**src/rtl/par_rw_circular_buffer.sv**
```systemverilog
// -----------------------------------------------------------------------------
// par_rw_circular_buffer
//   Multi-word circular FIFO for the CNN PE data path (filter, IFmap and psum
//   buffers). Each push stores PAR_WRITE words and each pop removes PAR_READ
//   words. The two widths are independent, and DEPTH does not need to be a
//   power of two. A single occupancy counter is the only source of full/empty
//   state, so wptr == rptr never has to be interpreted.
//
//   Optional feature macro: ALMOST_FLAGS_EN
//     When it is defined, the almost_full and almost_empty ports exist.
//     When it is undefined, both ports and their logic are absent.
//
// Ports
//   clk           in   rising-edge clock
//   rst           in   synchronous reset, active-low (clears wptr, rptr, cnt)
//   flush         in   synchronous clear of pointers and count; drops push/pop
//   din_valid     in   push request
//   din           in   PAR_WRITE words; word 0 (oldest) in din[WIDTH-1:0]
//   din_ready     out  free space >= PAR_WRITE
//   dout          out  PAR_READ words, show-ahead; word 0 (oldest) in low bits
//   dout_valid    out  count >= PAR_READ
//   dout_ready    in   pop request
//   count         out  words currently stored
//   almost_full   out  count >= AF_LEVEL   (ALMOST_FLAGS_EN only)
//   almost_empty  out  count <= AE_LEVEL   (ALMOST_FLAGS_EN only)
// -----------------------------------------------------------------------------
module par_rw_circular_buffer #(
   parameter int WIDTH     = 16,
   parameter int DEPTH     = 12,
   parameter int PAR_WRITE = 3,
   parameter int PAR_READ  = 2,
   parameter int AF_LEVEL  = 10,
   parameter int AE_LEVEL  = 2
) (
   input  logic                          clk,
   input  logic                          rst,
   input  logic                          flush,
   input  logic                          din_valid,
   input  logic [WIDTH*PAR_WRITE-1:0]    din,
   output logic                          din_ready,
   output logic [WIDTH*PAR_READ-1:0]     dout,
   output logic                          dout_valid,
   input  logic                          dout_ready,
   output logic [$clog2(DEPTH+1)-1:0]    count
`ifdef ALMOST_FLAGS_EN
   ,
   output logic                          almost_full,
   output logic                          almost_empty
`endif
);

   localparam int AW = (DEPTH > 1) ? $clog2(DEPTH) : 1;
   localparam int CW = $clog2(DEPTH + 1);

   localparam logic [CW-1:0] DEPTH_C = CW'(DEPTH);
   localparam logic [CW-1:0] PW_C    = CW'(PAR_WRITE);
   localparam logic [CW-1:0] PR_C    = CW'(PAR_READ);
   localparam logic [AW:0]   DEPTH_A = (AW+1)'(DEPTH);
   localparam logic [AW:0]   PW_A    = (AW+1)'(PAR_WRITE);
   localparam logic [AW:0]   PR_A    = (AW+1)'(PAR_READ);

   // The stored word count and the threshold levels cannot be larger than the storage.
   if (DEPTH < PAR_WRITE || DEPTH < PAR_READ || AF_LEVEL > DEPTH || AE_LEVEL > DEPTH) begin : g_param_check
      $error("par_rw_circular_buffer: DEPTH must cover PAR_WRITE, PAR_READ and both almost levels");
   end

   // Adds an offset to a pointer modulo DEPTH. The pointer is < DEPTH and the
   // offset is <= DEPTH, so one conditional subtract is enough for any DEPTH.
   function automatic logic [AW-1:0] wrap_add(input logic [AW-1:0] base,
                                              input logic [AW:0]   off);
      logic [AW:0] sum;
      sum = {1'b0, base} + off;
      if (sum >= DEPTH_A) sum = sum - DEPTH_A;
      return sum[AW-1:0];
   endfunction

   logic [WIDTH-1:0] mem [DEPTH];
   logic [AW-1:0]    wptr;
   logic [AW-1:0]    rptr;
   logic [CW-1:0]    cnt;
   logic             push_fire;
   logic             pop_fire;
   logic             wr_en;

   // The handshakes depend only on registered state. A pop in the same cycle
   // does not make room for a push.
   assign din_ready  = (DEPTH_C - cnt) >= PW_C;
   assign dout_valid = cnt >= PR_C;
   assign push_fire  = din_valid && din_ready;
   assign pop_fire   = dout_ready && dout_valid;
   assign count      = cnt;

   // Reset and flush both drop a push that is presented in the same cycle, so
   // the memory never receives its words.
   assign wr_en = push_fire && rst && !flush;

   always_ff @(posedge clk) begin
      if (wr_en) begin
         for (int i = 0; i < PAR_WRITE; i++) begin
            mem[wrap_add(wptr, (AW+1)'(i))] <= din[i*WIDTH +: WIDTH];
         end
      end
   end

   always_ff @(posedge clk) begin
      if (!rst) begin
         wptr <= '0;
         rptr <= '0;
         cnt  <= '0;
      end else if (flush) begin
         wptr <= '0;
         rptr <= '0;
         cnt  <= '0;
      end else begin
         if (push_fire) wptr <= wrap_add(wptr, PW_A);
         if (pop_fire)  rptr <= wrap_add(rptr, PR_A);
         // Push is gated by free space and pop is gated by occupancy, so the
         // counter stays in 0..DEPTH for every combination.
         unique case ({push_fire, pop_fire})
            2'b10:   cnt <= cnt + PW_C;
            2'b01:   cnt <= cnt - PR_C;
            2'b11:   cnt <= cnt + PW_C - PR_C;
            default: cnt <= cnt;
         endcase
      end
   end

   // Show-ahead read port: the oldest PAR_READ words are always presented.
   always_comb begin
      dout = '0;
      for (int j = 0; j < PAR_READ; j++) begin
         dout[j*WIDTH +: WIDTH] = mem[wrap_add(rptr, (AW+1)'(j))];
      end
   end

`ifdef ALMOST_FLAGS_EN
   assign almost_full  = cnt >= CW'(AF_LEVEL);
   assign almost_empty = cnt <= CW'(AE_LEVEL);
`endif

endmodule

```
**config.mk**
```make
export PLATFORM = sky130hd
export DESIGN_NAME = par_rw_circular_buffer
export DESIGN_NICKNAME = d
export VERILOG_FILES = /design/src/rtl/par_rw_circular_buffer.sv
export SDC_FILE = /design/constraint.sdc
export NUM_CORES = 1
export LEC_CHECK = 0
export CORE_MARGIN = 8
export CORE_UTILIZATION = 30
export CTS_CLUSTER_DIAMETER = 120
export DETAILED_ROUTE_END_ITERATION = 7
export SYNTH_ARGS = -nofsm -noshare
export SYNTH_HDL_FRONTEND = slang
export SYNTH_SLANG_ARGS = --single-unit
```
**constraint.sdc**
```tcl
create_clock -name clk -period 5 [get_ports clk]
set_clock_uncertainty 0.15 [all_clocks]
set_input_delay 1 -clock clk [delete_from_list [all_inputs] [get_ports clk]]
set_output_delay 1 -clock clk [all_outputs]
set_load 0.01 [all_outputs]
```
==> metrics.md <==
| Metric | Value |
|---|---|
| Worst Hold Class | reg2reg |
| Outcome | finished clean |
| Post-route ant nets | 0 |
| PnR Total Power | ~4.3 mW |
| Critical Path Fanout Max | 43 |
| Row cnt | 80 |
| Vias in the first global route | 13297 |
| Post-Syn Nets | 1658 |
| Largest net degree at the start of global routing | 107 |
| Slew headroom | 20.9% |
| CTS Buffer Depth | 3 |
| Vias/cell | approximately 6.2 |
| Clock root buffer | clkbuf_16 |
| Synth area leaders | edfxtp_1 (40%), mux2i_1 (8.7%), nor3_1 (5.7%) |
| Worst-path clk slew | 0.06 ns |
| Die Y | 235 µm |
| Critical path type | reg2out |
| Hold Violations, Final | 0 |
| Slew Limit Fails | 0 |
| Total GRT Usage | 19.3% |
| Crit-path cells | buf_4, clkinv_1, nand2_1, o22ai_1, clkdlybuf4s50_1 |
| Filler cells | 4841 |
| Power Dens Cells | 263 nW/µm² |
| Area share of the largest cell type after synthesis | 40.0% |
| Avg Inst Size Synth | 9.11 µm² |
| Synth Register Bits | slightly above 200 |
| Critical Path Start Type | register |
| Synthesized cell area | 14400 µm² |
| Vias | 13584 |
| Gr ovfl total | 0 |
| Cts repair resizes | 0 |
| H-tree levels | 1 |
| Core Util, Final | 34.2% |
| First-pass GRT wire length | about 84000 µm |
| Setup TNS | 0 ns |
| Worst Slack Setup Final | around 0.43 ns |
| Max stage delay on crit path | 0.67 ns |
| Yosys top cell by area | edfxtp_1 |
| Synth Warn # | 0 |
| Min Hold Slack | 0.477 ns |
| Post-synth top flop | edfxtp_1 |
| Post-synth EDFFs | 192 |
| Critical path's slowest cell | nand2_1 |
| VDD IR max | 0.000206 V |
| Worst slew pin tran | 1.18 ns |
| CTS buffer count | 25 |
| Critical path capture point type | output pin |
| Final period util | between 90 and 100% |
| WP data required | 3.85 ns |
| Register area share after synthesis | 41.5% |
| Wirelength per Cell | 25.8 µm |
| Antenna violations before repair | 7 |
| CTS Hold Buffers Added | 0 |
| Synth cell count leaders | edfxtp_1 (192), nor3_1 (165), o21ai_0 (141) |
| Most frequent cell after synthesis | edfxtp_1 |
| Mapped Cells | 1583 |
| Fmax | 219 MHz |
| Starting Density | 30.3% |
| Area added between synthesis and finish | 13.2% |
| Crit path time final | between 4 and 5 ns |
| Die area | 55300 µm² |
| RSZ-0062 raised after global routing | false |
| Leak | roughly 5.1 nW |
| Die W | 235 µm |
| Clk Latency, worst-skew pair | about 0.54 ns |
| Unique masters post-synth | 66 |
| HPWL Detailed | 37000 µm |
| Crit path DAT | 3.42 ns |
| Gpl congestion | just under 0.9 |
| DRC Markers | 0 |
| WL final | roughly 56000 µm |
| Final setup fails | 0 |
| Layout cells sized above 1 | between 8 and 9% |
| Fin nets | 1618 |
| Worst slack at placement | 0.824 ns |
| Drt initial violations | 1559 |
| DR pass1 iterations | 6 |
| Maxcap violations | 0 |
| Post-CTS setup repair buffer count | 0 |
| Io pins | 91 |
| CTS tree | yes |
| Synth async-reset ratio | 0% |
| CTS sink cnt | 203 |
| Core area | 47600 µm² |
| Port bufs | 90 |
-- cell usage in the layout, fill, tap and decap left out, types with 7 or more instances in the layout --
cell type / count
edfxtp_1: 192
nor3_1: 164
o21ai_0: 140
mux2i_1: 126
nand3_1: 123
a31oi_1: 98
a21oi_1: 97
clkdlybuf4s50_1: 90
nand2_1: 64
buf_4: 56
nor2_1: 38
a221oi_1: 32
a211oi_1: 30
inv_1: 29
clkbuf_16: 25
ha_1: 22
nor3b_1: 16
nor2b_1: 15
a22oi_1: 15
nand2b_1: 12
a2bb2oi_2: 12
o22ai_1: 12
nand3_2: 11
o21ai_1: 11
maj3_1: 11
o211ai_1: 11
dfxtp_1: 10
clkbuf_1: 7
-- path summary, 6_finish.rpt --
kind | from | end | slack, ns | cells after the start
setup / recovery | rptr[2]$_SDFFE_PP0N_ | dout[3] | 0.43 | 5
hold reg to reg | count[0]$_SDFFE_PP0P_ | count[0]$_SDFFE_PP0P_ | 0.48 | 2
setup reg to reg | wptr[2]$_SDFFE_PP0P_ | mem[1][2]$_DFFE_PP_ | 0.75 | 10
hold / removal | count[0]$_SDFFE_PP0P_ | count[0]$_SDFFE_PP0P_ | 0.48 | 2
-- registers in the layout, summed over array words and instances, names as in the netlist --
| signal | flops |
|---|---|
| mem | 192 |
| rptr | 3 |
| count | 4 |
| wptr | 4 |
-- cell type report --
| type | instances | area, µm² | area share (%) |
|---|---|---|---|
| clock buffer | 32 | 652 | 3.99 |
| antenna | 3 | 7.51 | 0.0460 |
| tap | 615 | 769 | 4.72 |
| inverter | 32 | 120 | 0.736 |
| timing repair buffer | 147 | 1340 | 8.22 |
| sequential | 203 | 5990 | 36.7 |
| multi-input combinational | 1134 | 7360 | 45.1 |
| clock inverter | 9 | 75.1 | 0.460 |
-- where the power goes --
part           leakage, nW  switching [mW]  internal, mW
logic                 2.97           0.441         0.239
clock network        0.347           0.735         0.963
registers             1.82          0.0169          1.90
-- kinds of logic after synthesis --
family,Yosys count,synth area share (%)
multiplexers,127,8.82
AO/OA/AOI/OAI,492,21.6
adder cells (fa/ha/maj),33,2.67
XOR/XNOR,8,0.590
flip-flops,203,41.5
buffers and inverters,246,7.83
AND/OR/NAND/NOR,474,16.9
-- through the flow --
stage | instance area, µm² | instances
floorplan | 14400 | 1583
global route | 16300 | 2172
CTS | 16300 | 2172
detailed placement | 15600 | 2131
global placement | 15600 | 2131
finish | 16300 | 2175
-- worst max-delay path: cells and delay by family, from the launching register on --
family,cells,cell delay (ns)
buffers and inverters,3,1.59
AND/OR/NAND/NOR,1,0.67
flip-flops,1,0.34
AO/OA/AOI/OAI,1,0.25
-- layer usage --
layer | track usage (%) | routed length, µm | up-vias
met5 | 0 | 0 | -
met4 | 8.97 | 2590 | 0
li1 | - | - | 5942
met2 | 31.4 | 25700 | 927
met1 | 24.5 | 22200 | 6525
met3 | 3.90 | 5700 | 190
Note: power is estimated with default switching activity, not from simulation.
